## src/rtl/imu_pkg.sv

```systemverilog
// Shared types and address constants for the IMU master, physics model and SPI responder.
package imu_pkg;

    typedef logic [95:0] data_t;

    localparam logic [6:0]  WHO_AM_I_ADDR    = 7'h0F;
    localparam logic [6:0]  SAMPLE_BASE_ADDR = 7'h22;
    localparam logic [6:0]  CTRL_BASE_ADDR   = 7'h10;
    localparam int unsigned SAMPLE_BYTES     = 12;
    localparam int unsigned CTRL_BYTES       = 16;

    typedef enum logic [1:0] {
        IDLE,
        CMD,
        RDATA,
        WDATA
    } resp_state_t;

    function automatic logic in_window(input logic [6:0] a, input logic [6:0] base,
                                       input int unsigned len);
        return (int'(a) >= int'(base)) && (int'(a) < int'(base) + int'(len));
    endfunction

endpackage

```

## src/rtl/spi_pin_sync.sv

```systemverilog
// Two-flop synchroniser for one SPI pin with registered previous-value edge detection.
module spi_pin_sync (
    input  logic clk,
    input  logic rst_n,
    input  logic pin,
    output logic sync,
    output logic rise,
    output logic fall
);

    logic meta;
    logic prev;

    always_ff @(posedge clk or negedge rst_n) begin
        if (!rst_n) begin
            meta <= 1'b1;
            sync <= 1'b1;
            prev <= 1'b1;
        end else begin
            meta <= pin;
            sync <= meta;
            prev <= sync;
        end
    end

    assign rise = sync & ~prev;
    assign fall = ~sync & prev;

endmodule

```

## src/rtl/spi_imu_responder.sv

```systemverilog
// SPI mode-3 slave emulating the IMU: register reads with auto-increment, writes, frozen sample snapshot.
module spi_imu_responder
    import imu_pkg::*;
#(
    parameter logic [7:0] WHO_AM_I_VAL = 8'h6C,
    parameter logic [6:0] SAMPLE_BASE  = 7'h22,
    parameter logic [6:0] CTRL_BASE    = 7'h10
) (
    input  logic       clk,
    input  logic       rst_n,
    input  logic       cs,
    input  logic       spc,
    input  logic       sdi,
    output logic       sdo,
    input  data_t      sample_data,
    input  logic       sample_valid,
    output logic       wr_strobe,
    output logic [6:0] wr_addr,
    output logic [7:0] wr_data,
    output logic       busy
);

    logic cs_s, cs_rise, cs_fall;
    logic spc_s, spc_rise_raw, spc_fall_raw;
    logic sdi_s, sdi_rise, sdi_fall;
    logic unused_sdi_edges;
    logic spc_rise, spc_fall;

    spi_pin_sync u_sync_cs  (.clk(clk), .rst_n(rst_n), .pin(cs),  .sync(cs_s),  .rise(cs_rise),      .fall(cs_fall));
    spi_pin_sync u_sync_spc (.clk(clk), .rst_n(rst_n), .pin(spc), .sync(spc_s), .rise(spc_rise_raw), .fall(spc_fall_raw));
    spi_pin_sync u_sync_sdi (.clk(clk), .rst_n(rst_n), .pin(sdi), .sync(sdi_s), .rise(sdi_rise),     .fall(sdi_fall));

    assign unused_sdi_edges = sdi_rise ^ sdi_fall ^ spc_s;
    assign spc_rise = spc_rise_raw & ~cs_s;
    assign spc_fall = spc_fall_raw & ~cs_s;
    assign busy     = ~cs_s;

    resp_state_t state;
    data_t       live;
    data_t       shadow;
    logic [7:0]  ctrl_ram [CTRL_BYTES];
    logic [6:0]  addr;
    logic [5:0]  cmd;
    logic [6:0]  rx;
    logic [7:0]  tx;
    logic [2:0]  bit_cnt;

    logic [7:0]  rd_byte;
    logic [6:0]  sample_off;
    logic [3:0]  ctrl_idx;
    data_t       sample_shift;

    always_ff @(posedge clk or negedge rst_n) begin
        if (!rst_n) begin
            live <= '0;
        end else if (sample_valid) begin
            live <= sample_data;
        end
    end

    always_comb begin
        rd_byte      = '0;
        sample_off   = addr - SAMPLE_BASE;
        ctrl_idx     = 4'(addr - CTRL_BASE);
        sample_shift = shadow >> {sample_off, 3'b000};
        if (addr == WHO_AM_I_ADDR) begin
            rd_byte = WHO_AM_I_VAL;
        end else if (in_window(addr, CTRL_BASE, CTRL_BYTES)) begin
            rd_byte = ctrl_ram[ctrl_idx];
        end else if (in_window(addr, SAMPLE_BASE, SAMPLE_BYTES)) begin
            rd_byte = sample_shift[7:0];
        end
    end

    always_ff @(posedge clk or negedge rst_n) begin
        if (!rst_n) begin
            state     <= IDLE;
            sdo       <= 1'b1;
            wr_strobe <= 1'b0;
            wr_addr   <= '0;
            wr_data   <= '0;
            shadow    <= '0;
            addr      <= '0;
            cmd       <= '0;
            rx        <= '0;
            tx        <= '0;
            bit_cnt   <= '0;
            for (int unsigned i = 0; i < CTRL_BYTES; i++) begin
                ctrl_ram[i] <= '0;
            end
        end else begin
            wr_strobe <= 1'b0;
            // Deselect wins over any edge seen in the same cycle; partial bytes are dropped.
            if (cs_rise) begin
                state   <= IDLE;
                sdo     <= 1'b1;
                bit_cnt <= '0;
            end else begin
                case (state)
                    IDLE: begin
                        sdo <= 1'b1;
                        if (cs_fall) begin
                            shadow  <= live;
                            bit_cnt <= '0;
                            state   <= CMD;
                        end
                    end
                    CMD: begin
                        if (spc_rise) begin
                            cmd     <= {cmd[4:0], sdi_s};
                            bit_cnt <= bit_cnt + 3'd1;
                            if (bit_cnt == 3'd7) begin
                                addr  <= {cmd, sdi_s};
                                state <= rx[6] ? RDATA : WDATA;
                            end
                        end
                    end
                    RDATA: begin
                        if (spc_fall) begin
                            bit_cnt <= bit_cnt + 3'd1;
                            if (bit_cnt == 3'd0) begin
                                sdo  <= rd_byte[7];
                                tx   <= {rd_byte[6:0], 1'b0};
                                addr <= addr + 7'd1;
                            end else begin
                                sdo <= tx[7];
                                tx  <= {tx[6:0], 1'b0};
                            end
                        end
                    end
                    WDATA: begin
                        if (spc_rise) begin
                            rx      <= {rx[5:0], sdi_s};
                            bit_cnt <= bit_cnt + 3'd1;
                            if (bit_cnt == 3'd7) begin
                                wr_strobe <= 1'b1;
                                wr_addr   <= addr;
                                wr_data   <= {rx, sdi_s};
                                if (in_window(addr, CTRL_BASE, CTRL_BYTES)) begin
                                    ctrl_ram[ctrl_idx] <= {rx, sdi_s};
                                end
                                addr <= addr + 7'd1;
                            end
                        end
                    end
                    default: state <= IDLE;
                endcase
            end
            // rx doubles as the command MSB tracker while in CMD so rw is available on the 8th rise.
            if (!cs_rise && state == CMD && spc_rise) begin
                rx <= {rx[5:0], sdi_s};
            end
        end
    end

endmodule

```

## config.mk

```make
export PLATFORM = sky130hd
export DESIGN_NAME = spi_imu_responder
export DESIGN_NICKNAME = d
export VERILOG_FILES = /design/src/rtl/imu_pkg.sv /design/src/rtl/spi_pin_sync.sv /design/src/rtl/spi_imu_responder.sv
export SDC_FILE = /design/constraint.sdc
export NUM_CORES = 1
export LEC_CHECK = 0
export ABC_CLOCK_PERIOD_IN_PS = 3300
export BUFFER_PORTS_ARGS = -buffer_cell sky130_fd_sc_hd__buf_2
export CAP_MARGIN = 10
export CORE_MARGIN = 5
export CORE_UTILIZATION = 45
export CTS_CLUSTER_SIZE = 40
export DETAILED_ROUTE_END_ITERATION = 8
export SLEW_MARGIN = 40
export SYNTH_ARGS = -nofsm -noshare
export SYNTH_HDL_FRONTEND = slang
export SYNTH_SLANG_ARGS = --single-unit
```

## constraint.sdc

```tcl
create_clock -name clk -period 3.3 [get_ports clk]
set_input_delay 0 -clock clk [delete_from_list [all_inputs] [get_ports clk]]
set_output_delay 0 -clock clk [all_outputs]
set_load 0.01 [all_outputs]
```

==> key figures <==
Status
  – Outcome: complete, no violations

GRT
  – Tot GR Track Use: 19.68%
  – Vias in the first global route: 10740
  – Global-route wire length before repair: 63080 um
  – GRT overflow: 0
  – Initial antenna violation count: 1
  – Largest net degree at the start of global routing: 105

Timing
  – Final setup fails: 0
  – Final cycle utilization of the critical path: 86.94%
  – F_max: 0.3486 GHz
  – Slew at the pin closest to its max-slew limit: ~0.79 ns
  – Fin. max-slew vios: 0
  – Final number of hold-violating endpoints: 0
  – RSZ-0062 raised after global routing: no
  – Relative slew margins: 47.22%
  – TNS Setup: 0 ns
  – Final Skew: about 0.025 ns
  – Post-layout min period: roughly 2.9 ns
  – Worst hold slack: approximately 0.035 ns
  – Final worst slack: ~0.43 ns

Floorplan
  – # rows: 70
  – Core area: roughly 36000 sq um
  – I/O pin cnt: 120
  – Die area: a little over 40000 sq um
  – DIE HEIGHT: 201.5 um
  – Initial Utilization: 45.27%
  – Chip Width: 201.5 um

Place
  – Hpwl dp: 24570 um
  – Worst slack, placed: 0.4340 ns
  – Port-buffer cells: 119
  – Placer congestion estimate: 0.7965
  – DP Area: 17640 sq um

Yosys
  – Flops & latches, synth: approximately 380
  – Synth cell types: 58
  – Post-synth EDFFs: 0
  – Yosys top cell area share: between 50 and 60%
  – Yosys warnings: 0
  – Async S/R FF share, synth: 100.0%
  – Post-synth top flop: dfrtp_1
  – Register area share after synthesis: 57.26%
  – Syn nets: approximately 1200
  – Avg Cell Area, Syn: 15.26 sq um
  – Post-synth top area cell: dfrtp_1
  – Area of the mapped netlist: approximately 16000 sq um
  – Cells after Synth: 1081
  – Top cells by area, synth: dfrtp_1 56%, mux2_2 23%, mux4_2 7.5%

Layout
  – Post-route design area: 20140 sq um
  – Multi-input gate area: 6693 sq um
  – Nets: 1414
  – Final core utilization: 55.26%
  – Share of layout cells above drive strength 1: approximately half
  – Layout-stage area growth over the synthesis result: 22.07%
  – Register area: between 9000 and 10000 sq um
  – Filler Cell Count: 2917

Clock network
  – Clk_lat worst skew: 0.58 ns
  – CTS tree: done
  – CTS Hold Bufs: 100
  – Root Driver: clkbuf_16
  – Clock buffer depth: 3
  – Total CTS buffers: 42
  – Clock transition at path regs: around 0.060 ns
  – Post-CTS Setup Bufs: 0
  – PostCTS Resize Cnt: 0
  – H-tree lvl count: 2
  – CTS sink count: approximately 380

Critical path
  – Worst setup EP type: flop
  – Crit. Startpoint: u_sync_cs.prev$_DFF_PN1_
  – Setup slack, reg-to-reg: 0.43 ns
  – CP required: 3.75 ns
  – Type of the worst setup path: reg2reg
  – CP Data Arrival Time: 3.32 ns
  – R2R Path Start: u_sync_cs.prev$_DFF_PN1_
  – CP max FO: 16
  – Crit start category: flop

Route
  – Vias post-DR: 9803
  – DRT antenna net count: 0
  – Post-Route WL: 38680 um
  – First-pass detailed-route iteration total: 4
  – DRC viols: 0
  – Initial detailed-routing violation count: 521
  – Average vias per placed instance: 5.437
  – DR WL/cell: between 20 and 25 um

Flow run
  – Max-capacitance violation count: 0

Power and ir drop
  – Pwr dens: 626.7 nW/um^2
  – VDD IR-drop max: 0.3930 mV
  – Leakage: around 0.009 uW

Min path
  – Hold crit path type: in2async
## Yosys cell counts, types with 3 or more instances
cell and number:
nand3_1 14, buf_6 3, a21oi_1 19, buf_4 5
a31oi_1 3, dfstp_2 9, a22oi_1 10, ha_1 12
inv_1 12, and2_1 5, nor3b_1 3, mux2_1 6
o21ai_0 18, nor2b_1 3, nor2_1 22, nor3_2 6
clkbuf_1 34, mux2i_1 10, buf_1 15, nor3_4 10
nand2_1 30, nor3_1 5, mux2_2 342, a22o_1 3
a21o_1 6, mux4_2 55, buf_2 11, o22ai_1 3
a211oi_1 3, dfrtp_1 368
## per-stage QoR
step           power, uW  cells
5_1_grt            13230   1803
2_1_floorplan       7059   1081
6_report           12620   1803
3_5_place_dp        7702   1624
4_1_cts            12800   1802
3_3_place_gp        7639   1624
## per-layer routing
| metal | global-route usage (%) | wire length (um) | vias to the layer above |
|---|---|---|---|
| met5 | 0 | 0 | - |
| met4 | 5.371 | 792 | 0 |
| met3 | 3.868 | 1675 | 51 |
| met2 | 31.70 | 18680 | 183 |
| met1 | 27.60 | 17530 | 5146 |
| li1 | - | - | 4423 |
## report_power, final
| group | switching, uW | internal (uW) |
|---|---|---|
| Clock | 1920 | 3000 |
| Sequential | 639 | 5420 |
| Combinational | 594 | 1040 |
## path summary, 6_finish.rpt
kind | end | depth (start not counted)
min in group clk | u_sync_cs.meta$_DFF_PN1_ | 2
max in group asynchronous | u_sync_sdi.meta$_DFF_PN1_ | 3
max | ctrl_ram[40]$_DFFE_PN0P_ | 6
min reg2reg | u_sync_sdi.sync$_DFF_PN1_ | 0
max reg2reg | ctrl_ram[40]$_DFFE_PN0P_ | 6
min | live[70]$_DFFE_PN0P_ | 2
## registers in the layout, summed over array words and instances, names as in the netlist, 2 cells and up
signal	count
addr	7
cmd	6
tx	7
ctrl_ram	128
rx	7
shadow	96
bit_cnt	3
wr_addr	7
wr_data	8
live	96
state	2
## cell families after synthesis
| group | Yosys count | synth area share (%) |
|---|---|---|
| buffers and inverters | 81 | 2.177 |
| XOR/XNOR | 1 | 0.05311 |
| adder cells (fa/ha/maj) | 12 | 0.9102 |
| flip-flops | 377 | 57.26 |
| AO/OA/AOI/OAI | 82 | 3.277 |
| AND/OR/NAND/NOR | 115 | 4.445 |
| multiplexers | 413 | 31.87 |
## cell type report
class | instances | share of cell area (%)
inverter | 13 | 0.2423
tap | 468 | 2.908
sequential | 377 | 46.93
multi-input combinational | 623 | 33.24
antenna | 1 | 0.01243
timing repair buffer | 243 | 9.259
clock buffer | 60 | 6.102
clock inverter | 18 | 1.305
## cell usage in the layout, fill, tap and decap left out, types with 7 or more instances in the layout
cell             n
mux2i_1         10
nand3_1         14
clkbuf_8        11
inv_1           12
buf_4           19
nand2_1         30
clkbuf_1         7
buf_2          117
nor3_4          10
mux2_2         342
dlygate4sd3_1  100
a22oi_1         10
nor2_1          22
dfrtp_1        366
mux4_2          55
clkbuf_16       42
a21oi_1         19
dfstp_2          9
o21ai_0         18
clkinv_2        10
ha_1            12
## worst max-delay path: stages, from the launching register on
cell	delay, ns
dfstp_2	0.53
inv_1	0.05
ha_1	0.30
nor4_4	0.49
nand2_4	0.34
nor3_2	0.62
mux2_2	0.40
Note: power is estimated with default switching activity, not from simulation.
